===== config.mk =====
export PLATFORM = sky130hd
export DESIGN_NAME = fifo_sync_ctl
export DESIGN_NICKNAME = d
export VERILOG_FILES = /design/src/rtl/fifo_pkg.sv /design/src/rtl/fifo_mem.sv /design/src/rtl/fifo_sync_ctl.sv
export SDC_FILE = /design/constraint.sdc
export NUM_CORES = 1
export LEC_CHECK = 0
export ABC_AREA = 1
export ABC_CLOCK_PERIOD_IN_PS = 5400
export BUFFER_PORTS_ARGS = -buffer_cell sky130_fd_sc_hd__buf_2
export CELL_PAD_IN_SITES_DETAIL_PLACEMENT = 0
export CELL_PAD_IN_SITES_GLOBAL_PLACEMENT = 1
export CORE_ASPECT_RATIO = 1.25
export CORE_MARGIN = 2
export CORE_UTILIZATION = 25
export DETAILED_ROUTE_END_ITERATION = 16
export PLACE_DENSITY_LB_ADDON = 0.3
export SETUP_SLACK_MARGIN = 0.02
export SYNTH_ARGS = -nofsm -noshare
export SYNTH_HDL_FRONTEND = slang
export SYNTH_SLANG_ARGS = --single-unit

===== constraint.sdc =====
create_clock -name clk -period 5.4 [get_ports clk]
set_clock_uncertainty 0.1 [all_clocks]
set_input_delay 0.27 -clock clk [delete_from_list [all_inputs] [get_ports clk]]
set_output_delay 0.27 -clock clk [all_outputs]
set_load 0.05 [all_outputs]

===== src/rtl/fifo_pkg.sv =====
// Shared constants and elaboration helpers for the synchronous FIFO controller.
// The FIFO_FWFT_EN macro selects first-word-fall-through reads in fifo_sync_ctl.
package fifo_pkg;

  localparam int unsigned DEF_WIDTH = 8;
  localparam int unsigned DEF_DEPTH = 16;

  // Pointer width carries one extra wrap bit so full and empty are distinguishable.
  function automatic int unsigned ptr_w(input int unsigned depth);
    return $clog2(depth) + 1;
  endfunction

  function automatic logic params_ok(input int unsigned depth,
                                     input int unsigned af_level,
                                     input int unsigned ae_level);
    return (depth >= 2) && ((depth & (depth - 1)) == 0) &&
           (af_level >= 1) && (af_level <= depth) &&
           (ae_level <= depth - 1);
  endfunction

endpackage


===== src/rtl/fifo_mem.sv =====
// WIDTH x DEPTH register array: one synchronous write port, one asynchronous read port.
// Contents are intentionally not reset.
module fifo_mem
  import fifo_pkg::*;
#(
  parameter int unsigned WIDTH = DEF_WIDTH,
  parameter int unsigned DEPTH = DEF_DEPTH,
  parameter int unsigned AW    = $clog2(DEPTH)
) (
  input  logic             clk,
  input  logic             we,
  input  logic [AW-1:0]    waddr,
  input  logic [WIDTH-1:0] wdata,
  input  logic [AW-1:0]    raddr,
  output logic [WIDTH-1:0] rdata
);

  logic [WIDTH-1:0] mem_q [DEPTH];

  always_ff @(posedge clk) begin
    if (we) mem_q[waddr] <= wdata;
  end

  assign rdata = mem_q[raddr];

endmodule


===== src/rtl/fifo_sync_ctl.sv =====
// Single-clock FIFO controller: pointers, occupancy, thresholds, flush and sticky errors.
// Define FIFO_FWFT_EN for first-word-fall-through reads; default is a registered 1-cycle read.
module fifo_sync_ctl
  import fifo_pkg::*;
#(
  parameter int unsigned WIDTH    = DEF_WIDTH,
  parameter int unsigned DEPTH    = DEF_DEPTH,
  parameter int unsigned AF_LEVEL = DEPTH - 2,
  parameter int unsigned AE_LEVEL = 2
) (
  input  logic                      clk,
  input  logic                      rst_n,
  input  logic                      wr_en,
  input  logic [WIDTH-1:0]          d_in,
  input  logic                      rd_en,
  input  logic                      flush,
  input  logic                      clr_err,
  output logic [WIDTH-1:0]          d_out,
  output logic                      full,
  output logic                      empty,
  output logic                      almost_full,
  output logic                      almost_empty,
  output logic [$clog2(DEPTH):0]    count,
  output logic                      overflow,
  output logic                      underflow
);

  localparam int unsigned PW = ptr_w(DEPTH);
  localparam int unsigned AW = PW - 1;

  if (!params_ok(DEPTH, AF_LEVEL, AE_LEVEL)) begin : g_param_check
    $error("fifo_sync_ctl: DEPTH must be a power of two >= 2, AF_LEVEL in 1..DEPTH, AE_LEVEL in 0..DEPTH-1");
  end

  logic [PW-1:0]    wr_ptr_q, wr_ptr_d;
  logic [PW-1:0]    rd_ptr_q, rd_ptr_d;
  logic [PW-1:0]    count_q, count_d;
  logic             ovf_q, ovf_d;
  logic             udf_q, udf_d;
  logic             pop_ok, push_ok;
  logic             mem_we;
  logic [WIDTH-1:0] mem_rdata;

  assign empty = (wr_ptr_q == rd_ptr_q);
  assign full  = (wr_ptr_q[PW-1] != rd_ptr_q[PW-1]) &&
                 (wr_ptr_q[AW-1:0] == rd_ptr_q[AW-1:0]);

  // A pop frees a slot in the same edge, so a full FIFO still accepts a push alongside it.
  assign pop_ok  = rd_en && !empty;
  assign push_ok = wr_en && (!full || pop_ok);
  assign mem_we  = push_ok && !flush;

  always_comb begin
    wr_ptr_d = wr_ptr_q;
    rd_ptr_d = rd_ptr_q;
    count_d  = count_q;
    ovf_d    = ovf_q;
    udf_d    = udf_q;
    if (clr_err) begin
      ovf_d = 1'b0;
      udf_d = 1'b0;
    end
    if (flush) begin
      wr_ptr_d = '0;
      rd_ptr_d = '0;
      count_d  = '0;
    end else begin
      if (push_ok) wr_ptr_d = wr_ptr_q + PW'(1);
      if (pop_ok)  rd_ptr_d = rd_ptr_q + PW'(1);
      unique case ({push_ok, pop_ok})
        2'b10:   count_d = count_q + PW'(1);
        2'b01:   count_d = count_q - PW'(1);
        default: count_d = count_q;
      endcase
      if (wr_en && !push_ok) ovf_d = 1'b1;
      if (rd_en && !pop_ok)  udf_d = 1'b1;
    end
  end

  always_ff @(posedge clk or negedge rst_n) begin
    if (!rst_n) begin
      wr_ptr_q <= '0;
      rd_ptr_q <= '0;
      count_q  <= '0;
      ovf_q    <= 1'b0;
      udf_q    <= 1'b0;
    end else begin
      wr_ptr_q <= wr_ptr_d;
      rd_ptr_q <= rd_ptr_d;
      count_q  <= count_d;
      ovf_q    <= ovf_d;
      udf_q    <= udf_d;
    end
  end

  fifo_mem #(
    .WIDTH (WIDTH),
    .DEPTH (DEPTH),
    .AW    (AW)
  ) u_mem (
    .clk   (clk),
    .we    (mem_we),
    .waddr (wr_ptr_q[AW-1:0]),
    .wdata (d_in),
    .raddr (rd_ptr_q[AW-1:0]),
    .rdata (mem_rdata)
  );

`ifdef FIFO_FWFT_EN
  assign d_out = mem_rdata;
`else
  logic [WIDTH-1:0] dout_q, dout_d;

  always_comb begin
    dout_d = dout_q;
    if (pop_ok && !flush) dout_d = mem_rdata;
  end

  always_ff @(posedge clk or negedge rst_n) begin
    if (!rst_n) dout_q <= '0;
    else        dout_q <= dout_d;
  end

  assign d_out = dout_q;
`endif

  assign count        = count_q;
  assign almost_full  = (count_q >= PW'(AF_LEVEL));
  assign almost_empty = (count_q <= PW'(AE_LEVEL));
  assign overflow     = ovf_q;
  assign underflow    = udf_q;

endmodule


# Word level (Yosys, flattened, before mapping)
# Memories as Yosys holds them, arrays and structs flattened. A register that Yosys moved wholly into a read port is not among the register bits.
# Cells that the tools add are included.
[word_totals]
ramBits = 128
mem_count = 1
elab_cells = 48
input_bits = 14
regBits = 17
out_inout_bits = 19
[classes]
n_lt_le_gt_ge = 2
n_eq_ne = 5
n_addsub = 4
reduce_logical = 17
n_mux = 14
[mem_list]
columns = ["memory", "depth", "width", "rd", "rd_clocked_by_memory_dff", "write_ports", "line_no", "source"]
rows = [
  ["u_mem.mem_q", 16, 8, 1, 1, 1, "fifo_mem.sv:18", "logic [WIDTH-1:0] mem_q [DEPTH];"],
]
[ops]
columns = ["op", "n"]
rows = [
  ["5-bit 2-to-1 mux", 5],
  ["5-bit by 1-bit adder with 5-bit output (second input constant)", 3],
  ["5-bit case mux with 2 select lines", 1],
  ["1-bit 2-to-1 mux", 8],
  ["1-bit logical AND", 7],
  ["1-bit logical NOT", 6],
  ["5-bit == test", 1],
  ["5-bit by 4-bit greater-or-equal comparator with 1-bit output (second input constant)", 1],
  ["5-bit by 2-bit <= comparator with 1-bit output (second input constant)", 1],
  ["5-bit by 1-bit subtractor with 5-bit output (second input constant)", 1],
  ["4-bit == test", 1],
  ["2-bit nonzero test", 2],
  ["3-bit nonzero test", 1],
  ["2-bit by 1-bit == test with 1-bit output (second input constant)", 1],
  ["2-bit == test (second input constant)", 1],
  ["1-bit logical OR", 1],
  ["1-bit != test", 1],
]

# Longest topological paths before layout
[depth]
ltp_word = 9
mapped_depth = 18
mapped_depth_nobuf = 17

# Hierarchy
# Synthesis repeated with hierarchy kept, for this count alone.
[unflattened]
hier_cells = 701
hier_area_um2 = 7048.0
[modules_own_cells]
columns = ["module", "n_inst", "cells_each", "area_per_inst_um2"]
rows = [
  ["fifo_mem", 1, 543, 5606.6],
  ["fifo_sync_ctl", 1, 158, 1441.4],
]

# Least setup slack after synthesis
# OpenSTA, ideal clock, no wires.
[synth_timing]
path_kind = "flip-flop to output port"
startpoint = "reg count_q[0], in the netlist count[0]"
endpoint = "out almost_empty"
path_stages_with_launch = 2
t_arrival_ns = 3.139
slack_ns = 1.891
required_time_ns = 5.030
cell_sequence = "dfrtp_1 > a2111oi_0"
[synth_via]
elab_chain_cells = 1
[synth_lines]
columns = ["item", "line_no", "source"]
rows = [
  ["start, declared", "fifo_sync_ctl.sv:37", "logic [PW-1:0] count_q, count_d;"],
  ["start signal, assigned", "fifo_sync_ctl.sv:90", "count_q <= count_d;"],
  ["5-bit by 2-bit <= comparator with 1-bit output", "fifo_sync_ctl.sv:129", "assign almost_empty = (count_q <= PW'(AE_LEVEL));"],
  ["end, declared", "fifo_sync_ctl.sv:22", "output logic almost_empty,"],
]
# No other way between the ends.

# Worst setup path after layout
[layout_timing]
startpoint = "reg rd_ptr_q[1]"
endpoint = "reg count_q[4], in the netlist count[4]"
[layout_via]
elab_chain_cells = 8
word_cells_on_any_way = 13
[layout_lines]
columns = ["item", "line_no", "source"]
rows = [
  ["start, declared", "fifo_sync_ctl.sv:36", "logic [PW-1:0] rd_ptr_q, rd_ptr_d;"],
  ["start signal, assigned", "fifo_sync_ctl.sv:89", "rd_ptr_q <= rd_ptr_d;"],
  ["5-bit == test or 4-bit == test (tied branches)", "fifo_sync_ctl.sv:44, fifo_sync_ctl.sv:46", ""],
  ["1-bit logical NOT or 1-bit logical AND (tied branches)", "fifo_sync_ctl.sv:49, fifo_sync_ctl.sv:45", ""],
  ["1-bit logical AND or 1-bit logical NOT (tied branches)", "fifo_sync_ctl.sv:49, fifo_sync_ctl.sv:50", ""],
  ["1-bit logical OR", "fifo_sync_ctl.sv:50", "assign push_ok = wr_en && (!full || pop_ok);"],
  ["1-bit logical AND", "fifo_sync_ctl.sv:50", ""],
  ["2-bit by 1-bit == test with 1-bit output or 2-bit == test (tied branches)", "fifo_sync_ctl.sv:70", "unique case ({push_ok, pop_ok})"],
  ["5-bit case mux with 2 select lines", "fifo_sync_ctl.sv:70", ""],
  ["5-bit 2-to-1 mux", "fifo_sync_ctl.sv:63", "if (flush) begin"],
]
# Parallel ways exist; a longest one is shown, timed or not.
# A chain may end at the register's enable or synchronous reset.

==> metrics <==
Synth Cell Area=6590 um^2; worst slew pin tran=1.04 ns; cell taking the most area after synthesis=edfxtp_1; Fmax=313 MHz; drt wl/cell=17.9 um; total track usage=12.9%; Final Cycle Share=59.1%; number of flops mapped to enable cells by yosys=128; required time worst endpoint=5.67 ns; CTS tree=done; port buffer count=32; Leak=0.00270 uW; critical path fanouts, max=48; clk_lat worst skew=0.43 ns; Net Sw Frac=32.5%; post-detail-place hpwl=11,500 um; combinational power share=20.7%; PostCTS Resize Cnt=0; crit path launch=rd_ptr_q[1]$_DFFE_PN0P_; area grow syn2layout=15.5%; status=completed; Clk pwr share=34.8%; clock transition at the registers of the reported paths=0.06 ns; Power Dens Cells=404 nW/um^2; Hold Startpoint=wr_en; vias post-DR=4,271; RSZ-0062 raised after global routing=false; routability cong.=0.781; via/cell ratio=4.52; sequential cell area=4470 um^2; n_diodes=0; Area contributors post-synth=edfxtp_1 58%, dfrtp_1 9.5%, nor2_1 6.0%; Slew Viols, Final=0; top cells by count, synth=128 x edfxtp_1, 106 x nor2_1, 70 x nand2_1; Synth top area share=58.4%; Avg Cell Area, Syn=11.7 um^2; largest net degree at the start of global routing=68; fillers=2,692; first-pass GRT wire length=25,800 um; asr flop ratio synth=16.3%; crit path DAT=3.46 ns; initial antenna violation count=0; Routed Antenna Nets=0; setup slack after layout=2.21 ns; # setup viols final=0; Iteration-0 DRC Markers=293; full die area=27,700 um^2; clock root buffer master=clkbuf_16; Syn Nets=586; DRC Markers=0; cell with the most instances after synthesis=edfxtp_1; Rel. slew slack=30.3%; Yosys warnings=0; Layout Nets=614; WS Path Type=flop to flop; min Tclk post-route=3.19 ns; Core ar.=25,900 um^2; vias in the first global route=4,439; Clock Tree Buf Depth=2; final hold vios=0; FF+latch count, synth=153; Most used DFF post-synth=edfxtp_1; synth unique cells=35; Reg power frac=44.5%; grt ovf=0; chip height=185 um; drt first pass iters=5; min-delay worst type=input port to flop; Max-Cap Viols=0; Initial Util=25.4%; Die X-Extent=149 um; Seq/Total Area, Yosys=67.9%; Site Rows=66; Startpoint Class=flop; RR Startpoint=rd_ptr_q[1]$_DFFE_PN0P_; maximum vdd drop=0.000157 V; switching power=1000 uW; Boundary Pins=33; # clock sinks=153; Pint=2070 uW; Syn Inst Count=563; Multi-input gate area=1890 um^2; Place WS=2.21 ns; Total Wirelength=16,900 um; setup TNS=0 ns; share of cells above drive strength 1=15.1%; H-tree Lvls=4; CTS Buf Count=17; Critical Path End Type=flop
==> worst paths after layout <==
kind | endpoint | slack [ns] | cells past startpoint
max in group asynchronous | rd_ptr_q[0]$_DFFE_PN0P_ | 4.47 | 2
worst min register to register | d_out[0]$_DFFE_PN0P_ | 0.38 | 2
worst max register to register | count[4]$_DFFE_PN0P_ | 2.21 | 18
worst max-delay path | count[4]$_DFFE_PN0P_ | 2.21 | 18
worst min-delay path | overflow$_DFF_PN0_ | 0.07 | 3
min in group asynchronous | d_out[7]$_DFFE_PN0P_ | 0.29 | 2
==> state kept, by name (all words and copies together) (netlist names) <==
name,count
u_mem.mem_q,128
d_out,8
count,5
rd_ptr_q,5
wr_ptr_q,5
overflow,1
underflow,1
==> area by class of cell <==
cell class	count	area share, %
sequential	153	58.8
inverter	24	1.28
clock inverter	13	1.22
timing repair buffer	36	2.57
clock buffer	19	5.69
multi-input combinational	359	24.9
tap	340	5.59
==> cell families (layout without fill, tap and decap cells) <==
logic type | after synthesis | count (layout) | synth area share, %
flip-flops | 153 | 153 | 67.9
AND/OR/NAND/NOR | 220 | 220 | 15.3
adder cells (fa/ha/maj) | 9 | 9 | 1.82
buffers and inverters | 51 | 92 | 3.42
AO/OA/AOI/OAI | 123 | 123 | 10.6
XOR/XNOR | 7 | 7 | 1.05
==> timing repair <==
item,4_1_cts,5_1_grt
buffers inserted,0,0
endpoints found under the hold margin,27,0
hold buffers,2,0
==> worst max-delay path: stages (launching register included) <==
cell and delay [ns]:
dfrtp_1 0.33, buf_4 0.38, inv_1 0.42, nand2_1 0.14
nand2_1 0.08, nor2_2 0.19, nand3_4 0.14, nand3_2 0.17
inv_1 0.11, ha_1 0.33, a21oi_1 0.18, nand2_1 0.07
nand2_1 0.05, nand2_1 0.06, inv_1 0.06, nand4_1 0.08
nand2_1 0.09, nand3_2 0.07, nand2_1 0.08
==> power groups by stage <==
stage / logic (uW) / clock network, uW / registers [uW]
5_1_grt: 693 / 1140 / 1380
2_1_floorplan: 317 / 0 / 1530
6_report: 638 / 1070 / 1370
4_1_cts: 647 / 1090 / 1370
3_3_place_gp: 641 / 0 / 1390
3_5_place_dp: 644 / 0 / 1390
==> routing by layer <==
metal  global-route usage (%)  routed length [um]  vias to the layer above
met2                     23.1                8760                       95
met4                     4.80                 362                        0
met3                     2.52                 625                       24
met5                        0                   0                        -
met1                     15.2                7160                     2095
li1                         -                   -                     2057
==> cells in the final DEF, fill, tap and decap left out, types with 3 or more instances in the layout <==
cell type,count
nand3_1,17
nor2_4,3
ha_1,8
nor2_1,106
dfrtp_1,24
nand2_4,3
buf_2,32
inv_4,3
xor2_1,5
o31ai_1,3
o22ai_1,21
o21ai_0,28
nand2_1,70
nand3_2,3
inv_1,15
clkinv_1,5
clkbuf_16,17
edfxtp_1,128
nand2_2,7
inv_6,6
o21ai_1,46
nand3_4,3
a21oi_1,7
o211ai_1,16
inv_2,5
nand4_1,3
==> stage by stage <==
stage | total power [uW] | std cells | util, % | cell area [um^2] | hold slack (ns)
final | 3080 | 944 | 29.3 | 7600 | 0.0740
after global routing | 3200 | 944 | 29.3 | 7600 | 0.0846
after CTS | 3110 | 944 | 29.3 | 7600 | 0.0574
after detailed placement | 2040 | 910 | 27.2 | 7060 | 0.230
after global placement | 2030 | 910 | 27.2 | 7060 | 0.218
after floorplan | 1850 | 563 | - | 6590 | -0.126
(Power assumes the default switching activity.)
